===== src/rtl/fifo_wr_arbiter_pkg.sv =====
// ---------------------------------------------------------------------------
// definitions : shared FIFO widths plus write-arbiter defaults and state type.
// Rev 1.0
// ---------------------------------------------------------------------------
`default_nettype none

package definitions;

  localparam int DATASIZE      = 8;
  localparam int ADDRSIZE      = 4;

  localparam int NREQ_DEF      = 4;
  localparam int BURST_MAX_DEF = 8;

  typedef enum logic {
    ARB_IDLE  = 1'b0,
    ARB_BURST = 1'b1
  } arb_state_e;

endpackage

`default_nettype wire


===== src/rtl/fifo_wr_arbiter_rr_pick.sv =====
// ---------------------------------------------------------------------------
// rr_pick : combinational rotate-priority picker, scanning from last_i+1 upward.
// Rev 1.0
// ---------------------------------------------------------------------------
`default_nettype none

module rr_pick #(
  parameter int NREQ = 4,
  parameter int IW   = $clog2(NREQ)
) (
  input  logic [NREQ-1:0] req_i,
  input  logic [IW-1:0]   last_i,
  output logic            any_o,
  output logic [IW-1:0]   idx_o
);

  always_comb begin : p_pick
    int            cand;
    logic [IW-1:0] cand_idx;
    cand     = 0;
    cand_idx = '0;
    any_o    = 1'b0;
    idx_o    = '0;
    // The candidate after last_i gets top priority; last_i itself is tried last.
    for (int k = 1; k <= NREQ; k++) begin
      cand     = (int'(last_i) + k) % NREQ;
      cand_idx = IW'(cand);
      if (!any_o && req_i[cand_idx]) begin
        any_o = 1'b1;
        idx_o = cand_idx;
      end
    end
  end

endmodule

`default_nettype wire


===== src/rtl/fifo_wr_arbiter.sv =====
// ---------------------------------------------------------------------------
// fifo_wr_arbiter : round-robin burst arbiter sharing the FIFO write port.
// Rev 1.0
// ---------------------------------------------------------------------------
`default_nettype none

module fifo_wr_arbiter #(
  parameter int DATASIZE  = definitions::DATASIZE,
  parameter int NREQ      = definitions::NREQ_DEF,
  parameter int BURST_MAX = definitions::BURST_MAX_DEF,
  parameter int CNTW      = 16
) (
  input  logic                     wclk,
  input  logic                     wrst_n,
  input  logic [NREQ-1:0]          req_valid,
  input  logic [NREQ*DATASIZE-1:0] req_data,
  output logic [NREQ-1:0]          req_ready,
  input  logic                     wfull,
  output logic                     winc,
  output logic [DATASIZE-1:0]      wdata,
  output logic [$clog2(NREQ)-1:0]  gnt_id,
  output logic                     busy,
  output logic [CNTW-1:0]          wr_count
);

  import definitions::*;

  localparam int             IW         = $clog2(NREQ);
  localparam int             BCW        = $clog2(BURST_MAX + 1);
  localparam logic [BCW-1:0] BURST_LAST = BCW'(BURST_MAX - 1);
  localparam logic [IW-1:0]  LAST_RST   = IW'(NREQ - 1);

  arb_state_e      state_q, state_d;
  logic [IW-1:0]   gnt_q, gnt_d;
  logic [IW-1:0]   last_q, last_d;
  logic [BCW-1:0]  burst_cnt_q, burst_cnt_d;
  logic [CNTW-1:0] wr_count_q, wr_count_d;

  logic            pick_any;
  logic [IW-1:0]   pick_idx;
  logic            gnt_valid;
  logic            xfer;
  logic            burst_done;

  rr_pick #(
    .NREQ (NREQ),
    .IW   (IW)
  ) u_rr_pick (
    .req_i  (req_valid),
    .last_i (last_q),
    .any_o  (pick_any),
    .idx_o  (pick_idx)
  );

  // winc is purely combinational so the FIFO's registered wfull gates it in the same cycle.
  assign gnt_valid  = req_valid[gnt_q];
  assign xfer       = (state_q == ARB_BURST) && gnt_valid && !wfull;
  assign burst_done = xfer && (burst_cnt_q == BURST_LAST);

  always_ff @(posedge wclk or negedge wrst_n) begin
    if (!wrst_n) begin
      state_q <= ARB_IDLE;
    end else begin
      state_q <= state_d;
    end
  end

  always_comb begin
    state_d = state_q;
    case (state_q)
      ARB_IDLE: begin
        if (pick_any) begin
          state_d = ARB_BURST;
        end
      end
      ARB_BURST: begin
        if (burst_done || !gnt_valid) begin
          state_d = ARB_IDLE;
        end
      end
      default: state_d = ARB_IDLE;
    endcase
  end

  always_comb begin
    busy      = (state_q == ARB_BURST);
    winc      = xfer;
    wdata     = req_data[int'(gnt_q)*DATASIZE +: DATASIZE];
    req_ready = '0;
    if (state_q == ARB_BURST) begin
      req_ready[gnt_q] = !wfull;
    end
  end

  always_comb begin
    gnt_d       = gnt_q;
    last_d      = last_q;
    burst_cnt_d = burst_cnt_q;
    wr_count_d  = wr_count_q;

    if (state_q == ARB_IDLE && pick_any) begin
      gnt_d       = pick_idx;
      last_d      = pick_idx;
      burst_cnt_d = '0;
    end

    // Clearing on release keeps the registered count strictly below BURST_MAX.
    if (state_q == ARB_BURST) begin
      if (burst_done || !gnt_valid) begin
        burst_cnt_d = '0;
      end else if (xfer) begin
        burst_cnt_d = burst_cnt_q + BCW'(1);
      end
    end

    if (xfer) begin
      wr_count_d = wr_count_q + CNTW'(1);
    end
  end

  always_ff @(posedge wclk or negedge wrst_n) begin
    if (!wrst_n) begin
      gnt_q       <= '0;
      last_q      <= LAST_RST;
      burst_cnt_q <= '0;
      wr_count_q  <= '0;
    end else begin
      gnt_q       <= gnt_d;
      last_q      <= last_d;
      burst_cnt_q <= burst_cnt_d;
      wr_count_q  <= wr_count_d;
    end
  end

  assign gnt_id   = gnt_q;
  assign wr_count = wr_count_q;

endmodule

`default_nettype wire


===== config.mk =====
export PLATFORM = sky130hd
export DESIGN_NAME = fifo_wr_arbiter
export DESIGN_NICKNAME = d
export VERILOG_FILES = /design/src/rtl/fifo_wr_arbiter_pkg.sv /design/src/rtl/fifo_wr_arbiter_rr_pick.sv /design/src/rtl/fifo_wr_arbiter.sv
export SDC_FILE = /design/constraint.sdc
export NUM_CORES = 1
export LEC_CHECK = 0
export CELL_PAD_IN_SITES_DETAIL_PLACEMENT = 1
export CELL_PAD_IN_SITES_GLOBAL_PLACEMENT = 2
export CORE_MARGIN = 1.5
export CORE_UTILIZATION = 22
export CTS_CLUSTER_SIZE = 24
export DETAILED_ROUTE_END_ITERATION = 12
export PLACE_DENSITY_LB_ADDON = 0.1
export SKIP_LAST_GASP = 1
export SYNTH_ARGS = -nofsm -noshare
export SYNTH_HDL_FRONTEND = slang
export SYNTH_SLANG_ARGS = --single-unit

===== constraint.sdc =====
create_clock -name wclk -period 1.7 [get_ports wclk]
set_input_delay 0.255 -clock wclk [delete_from_list [all_inputs] [get_ports wclk]]
set_output_delay 0.255 -clock wclk [all_outputs]
set_load 0.02 [all_outputs]

* Yosys cells after proc, flatten, opt, wreduce, memory -nomap -nowiden *
Cells that the tools add are included.

word-level totals
  register bits after elaboration = 25
  input port bits = 39
  output and inout port bits = 32
  logic and storage cells = 63

cells by class
  add/subtract/negate cells = 6
  $lt $le $gt $ge = 6
  equality and inequality tests = 1
  shift operators = 1
  mux-type cells = 28
  bitwise gates (word level) = 2
  reductions and logical operators = 14

operators with widths
  cell                                                                number
  indexed part select 32 x 6 -> 8 bit                                 1
  2-to-1 mux 4 bit                                                    5
  adder 16 x 1 -> 16 bit (second input constant)                      1
  less-than comparator 2 x 3 -> 1 bit (second input constant)         5
  2-to-1 mux 1 bit                                                    12
  binary-select mux 1 bit (select 2 bit)                              5
  logical AND 1 bit                                                   8
  2-to-1 mux 2 bit                                                    4
  logical NOT 1 bit                                                   5
  adder 2 x 1 -> 2 bit (second input constant)                        2
  adder 2 bit (second input constant)                                 2
  adder 4 x 1 -> 4 bit (second input constant)                        1
  bitwise AND 4 bit                                                   1
  == test 4 x 3 -> 1 bit (second input constant)                      1
  demux 1 bit (select 2 bit)                                          1
  greater-or-equal comparator 2 x 1 -> 1 bit (second input constant)  1
  case mux 1 bit (2 select lines)                                     1
  logical OR 1 bit                                                    1
  inverter 1 bit                                                      1

* Depth between registers and ports, before layout *
  depth in word-level cells = 18
  mapped depth = 6
  depth with buffers taken out = 5

* Hierarchy *
From an unflattened synthesis, not the netlist that was laid out.

unflattened totals
  cell total of the unflattened synthesis = 137
  area, all modules = 1532.7 um^2

by module, submodules not included
  module           times used  cells an instance  area an instance (um^2)  seq. area each (um^2)
  fifo_wr_arbiter  1           123                1441.4                   628.1
  rr_pick          1           14                 91.3                     0.0

* Least setup slack after synthesis *
Ideal clock, no wire load.

  path kind = register to register
  start point = reg gnt_q[1] (netlist: gnt_id[1])
  end point = reg burst_cnt_q[3]
  library setup time = 0.121 ns
  arrival = 1.764 ns
  data required time = 1.579 ns
  slack = -0.185 ns
  stages on the path, launching flop included = 6
  buffers on the path = 1
  period minus slack after synthesis = 1.885 ns
  cells stage by stage = dfrtp_1 -> mux4_2 -> and2_4 -> buf_6 -> a21o_1 -> a22o_1

on the way
  cells in the longest elaborated chain, start to end = 8
  elaborated cells on any way between the ends = 10
  those cells by class = mux (5); reduce/logical (5)

ends and longest elaborated chain
  element                                   RTL line                RTL
  start: declaration                        fifo_wr_arbiter.sv:34   logic [IW-1:0] gnt_q, gnt_d;
  start signal: assignment                  fifo_wr_arbiter.sv:128  gnt_q <= gnt_d;
  binary-select mux 1 bit (select 2 bit) *  fifo_wr_arbiter.sv:56   assign gnt_valid = req_valid[gnt_q];
  2-to-1 mux 1 bit (implied by the code) *  fifo_wr_arbiter.sv:56
  logical AND 1 bit * (2 in series)         fifo_wr_arbiter.sv:57   assign xfer = (state_q == ARB_BURST) && gnt_valid && !wfull;
  named net winc                            fifo_wr_arbiter.sv:19   output logic winc,
  logical AND 1 bit                         fifo_wr_arbiter.sv:58   assign burst_done = xfer && (burst_cnt_q == BURST_LAST);
  logical OR 1 bit                          fifo_wr_arbiter.sv:109  if (burst_done || !gnt_valid) begin
  2-to-1 mux 4 bit *                        fifo_wr_arbiter.sv:109
  2-to-1 mux 4 bit *                        fifo_wr_arbiter.sv:108  if (state_q == ARB_BURST) begin
  named net burst_cnt_d[3]                  fifo_wr_arbiter.sv:36   logic [BCW-1:0] burst_cnt_q, burst_cnt_d;
  end signal: assignment                    fifo_wr_arbiter.sv:130  burst_cnt_q <= burst_cnt_d;
  end: declaration                          fifo_wr_arbiter.sv:36

Mark *: on every way through the listed nets, which the timed path passes. The rest lies on a longest branch. The select of a mux whose other input is x is not followed.
A chain may end at the register's enable or synchronous reset.

* Worst setup path in the final report *
  start point = reg gnt_q[0] (netlist: gnt_id[0])
  end point = out wdata[3]

on the way
  cells in the longest elaborated chain, start to end = 1

ends and longest elaborated chain
  element                              RTL line               RTL
  indexed part select 32 x 6 -> 8 bit  fifo_wr_arbiter.sv:88  wdata = req_data[int'(gnt_q)*DATASIZE +: DATASIZE];
  end: declaration                     fifo_wr_arbiter.sv:20  output logic [DATASIZE-1:0] wdata,

Every way passes these cells.

==> flow_metrics.py <==
metrics = {
    "floorplanning": {
        "pin_count": 71,
        "initial_core_util_pct": 23.1,
        "core-area_sq_mm": 0.00642,
        "rows": 29,
        "dieArea_sq_mm": 0.00726,
        "die_h_um": 85.2,
        "die_width_um": 85.2,
    },
    "route": {
        "drt_wl_total_um": 4830,
        "drt_pass1_iterations": 8,
        "ant_nets": 0,
        "drc": 10,
        "drtIter0Drc": 47,
        "via_count": 1446,
        "routedWlPerCell_um": 15.9,
        "via_per_inst": 4.77,
    },
    "sta": {
        "slew_viol_final": 0,
        "tightestPinTransition_ps": 328,
        "finalHoldViolCount": 0,
        "post-route-min-period_ps": 1840,
        "fin_ws_ps": -137,
        "tns_ps": -650,
        "finalSetupViolCount": 10,
        "slew_headroom_pct": 78.0,
        "min_period_over_period_pct": 108,
        "fin_skew_ps": 7.80,
        "rsz0062_at_grt": "yes",
        "max_freq_mhz": 544,
    },
    "power": {
        "seq_power_share_pct": 27.6,
        "max-vdd-ir-drop_mv": 0.538,
        "switchingPower_uw": 1290,
        "p_sw_share_pct": 39.2,
        "power.density_mw_per_mm2": 1300,
        "clockPowerShare_pct": 11.0,
        "internal_power_uw": 2010,
        "combPwrFrac_pct": 61.5,
        "leakagePower_uw": 0.00115,
    },
    "clock_tree": {
        "ctsRootBufferMaster": "clkbuf_8",
        "hold_buffers": 0,
        "cts_tree": "done",
        "insertion_delay_ps": 270,
        "htree_levels": 1,
        "cts_buffers": 3,
        "cts.path.max_buffers": 2,
        "clock_sinks": 25,
        "path_clk_slew_ps": 90,
    },
    "global_routing": {
        "antenna_found_initial": 0,
        "overflow": 0,
        "grt_max_degree": 26,
        "grt_pass1_vias": 1574,
        "grt_pass1_wl_um": 7910,
        "grt_usage_pct": 13.6,
    },
    "placement": {
        "finalWeightedCongestion": 0.799,
        "io_buffer_count": 70,
        "dp_cells": 293,
        "dpl.hpwl_um": 3790,
        "pre_cts_ws_ps": -488,
        "placed_cell_area_sq_mm": 0.00239,
    },
    "finish": {
        "layout-drive-gt1-share_pct": 27.9,
        "fin_nets": 268,
        "antenna_cells": 0,
        "postLayoutCellArea_sq_mm": 0.00254,
        "mostFrequentLayoutCell": "clkdlybuf4s50_1",
        "utilization_pct": 39.6,
        "regArea_sq_um": 629,
        "final_cell_count_no_fill": 303,
        "layout_common_cells": "clkdlybuf4s50_1 (53), dfrtp_1 (22), buf_4 (18)",
        "fillers": 701,
        "syn2layout_area_growth_pct": 71.0,
        "multi_input_area_sq_um": 860,
    },
    "logic_synthesis": {
        "ys_warn_count": 0,
        "synth_edf_count": 0,
        "synth-main-ff-cell": "dfrtp_1",
        "async_flop_share_pct": 100,
        "synth_cells": 133,
        "ys_seq_elements": 25,
        "syn-cell-area_sq_mm": 0.00149,
        "synth.distinct_cells": 40,
        "yosysSeqAreaShare_pct": 42.3,
        "synth_fp_nets": 174,
        "synth.avg_cell_area_sq_um": 11.2,
    },
    "critical_path": {
        "crit_required_ps": 1440,
        "worstSetupPathType": "reg -> out",
        "cp-start-kind": "flip-flop",
        "crit_path_max_fanout": 7,
        "crit_arrival_ps": 1580,
        "endpoint_kind": "output port",
    },
    "run": {
        "drv_cap": 0,
    },
    "outcome": {
        "violations": "design-rule violations, negative setup slack",
        "status": "finished, violations left",
    },
    "worst_hold_path": {
        "min_path_type": "in -> async",
    },
}
==> worst max-delay path, stage by stage (launching register included) <==
cell and delay, ps:
dfrtp_1 410, buf_6 160, buf_6 100, mux4_2 500, buf_6 150
==> final timing paths <==
| path | slack, ps | cells past startpoint | endpoint | start |
|---|---|---|---|---|
| worst max-delay path | -140 | 4 | wdata[3] | gnt_id[0]$_DFFE_PN0P_ |
| worst min-delay path | 350 | 2 | burst_cnt_q[0]$_DFF_PN0_ | wrst_n |
| worst max register to register | -30 | 6 | burst_cnt_q[3]$_DFF_PN0_ | gnt_id[0]$_DFFE_PN0P_ |
| worst min register to register | 490 | 1 | wr_count[8]$_DFFE_PN0P_ | wr_count[8]$_DFFE_PN0P_ |
| max in group asynchronous | 1040 | 2 | last_q[0]$_DFFE_PN1P_ | wrst_n |
| min in group wclk | 490 | 1 | wr_count[8]$_DFFE_PN0P_ | wr_count[8]$_DFFE_PN0P_ |
==> metal layers <==
metal	up-vias	part of all wire, %	GRT usage, %
li1	664	-	-
met1	722	39	15.9
met2	55	53	25.3
met3	5	7.1	2.14
met4	0	1.1	4.02
met5	-	0	0
==> repair_timing <==
item / 4_1_cts / 5_1_grt
endpoints found under the hold margin: 0 / 0
buffers inserted: 5 / 2
setup endpoints to repair: 15 / 27
cloned: 0 / 0
pin swaps: 2 / 4
gates resized for setup: 60 / 26
==> layout make-up <==
cell class | count | area share (%)
Clock buffer | 3 | 1.62
Clock inverter | 1 | 0.295
Inverter | 5 | 0.738
Multi-Input combinational cell | 99 | 33.8
Sequential cell | 25 | 24.8
Tap cell | 77 | 3.79
Timing Repair Buffer | 93 | 35.0
==> power groups by stage <==
stage               Clock (uW)  Combinational (uW)  Sequential [uW]
floorplan                    0                 902             1020
global placement             0                1830              907
detailed placement           0                1870              922
CTS                        386                1970              911
global route               409                2180              937
finish                     361                2030              911
==> cells by family (layout without fill, tap and decap cells) <==
group,Yosys count,in the layout,share of synthesized area [%]
buffers and inverters,9,102,2.86
and+or+nand+nor,53,53,20.1
muxes,11,11,15.7
DFF,25,25,42.3
adders and majority gates,2,2,1.68
AOI/OAI and AO/OA,18,18,8.59
xor gates and xnor gates,15,15,8.84
==> synthesized netlist by cell type (2+ instances only) <==
cell / number / area (sq um)
nor4_1: 2 / 12.5
nand2_1: 13 / 48.8
nor3_1: 3 / 15.0
nand4_1: 2 / 12.5
a21oi_1: 2 / 10.0
nor2b_1: 4 / 25.0
clkbuf_1: 2 / 7.51
nor2_1: 10 / 37.5
mux4_1: 2 / 52.6
ha_1: 2 / 25.0
nand2b_1: 2 / 12.5
and2_1: 4 / 25.0
o21ai_0: 3 / 15.0
a22o_1: 3 / 26.3
nand3_1: 4 / 20.0
mux4_2: 7 / 158
dfstp_2: 2 / 52.6
xor2_1: 7 / 61.3
dfrtp_1: 23 / 576
a21o_1: 3 / 22.5
xnor2_1: 8 / 70.1
and4_1: 2 / 17.5
mux2_2: 2 / 22.5
inv_1: 5 / 18.8
==> sequential cells by signal (all words and copies together) (netlist names) <==
name	count
burst_cnt_q	4
busy	1
gnt_id	2
last_q	2
wr_count	16
==> metrics by stage <==
step | hold slack [ps] | total power, uW
2_1_floorplan | -40.6 | 1930
3_3_place_gp | 463 | 2740
3_5_place_dp | 492 | 2790
4_1_cts | 362 | 3260
5_1_grt | 379 | 3530
6_report | 351 | 3300
Note: power is estimated with default switching activity, not from simulation.
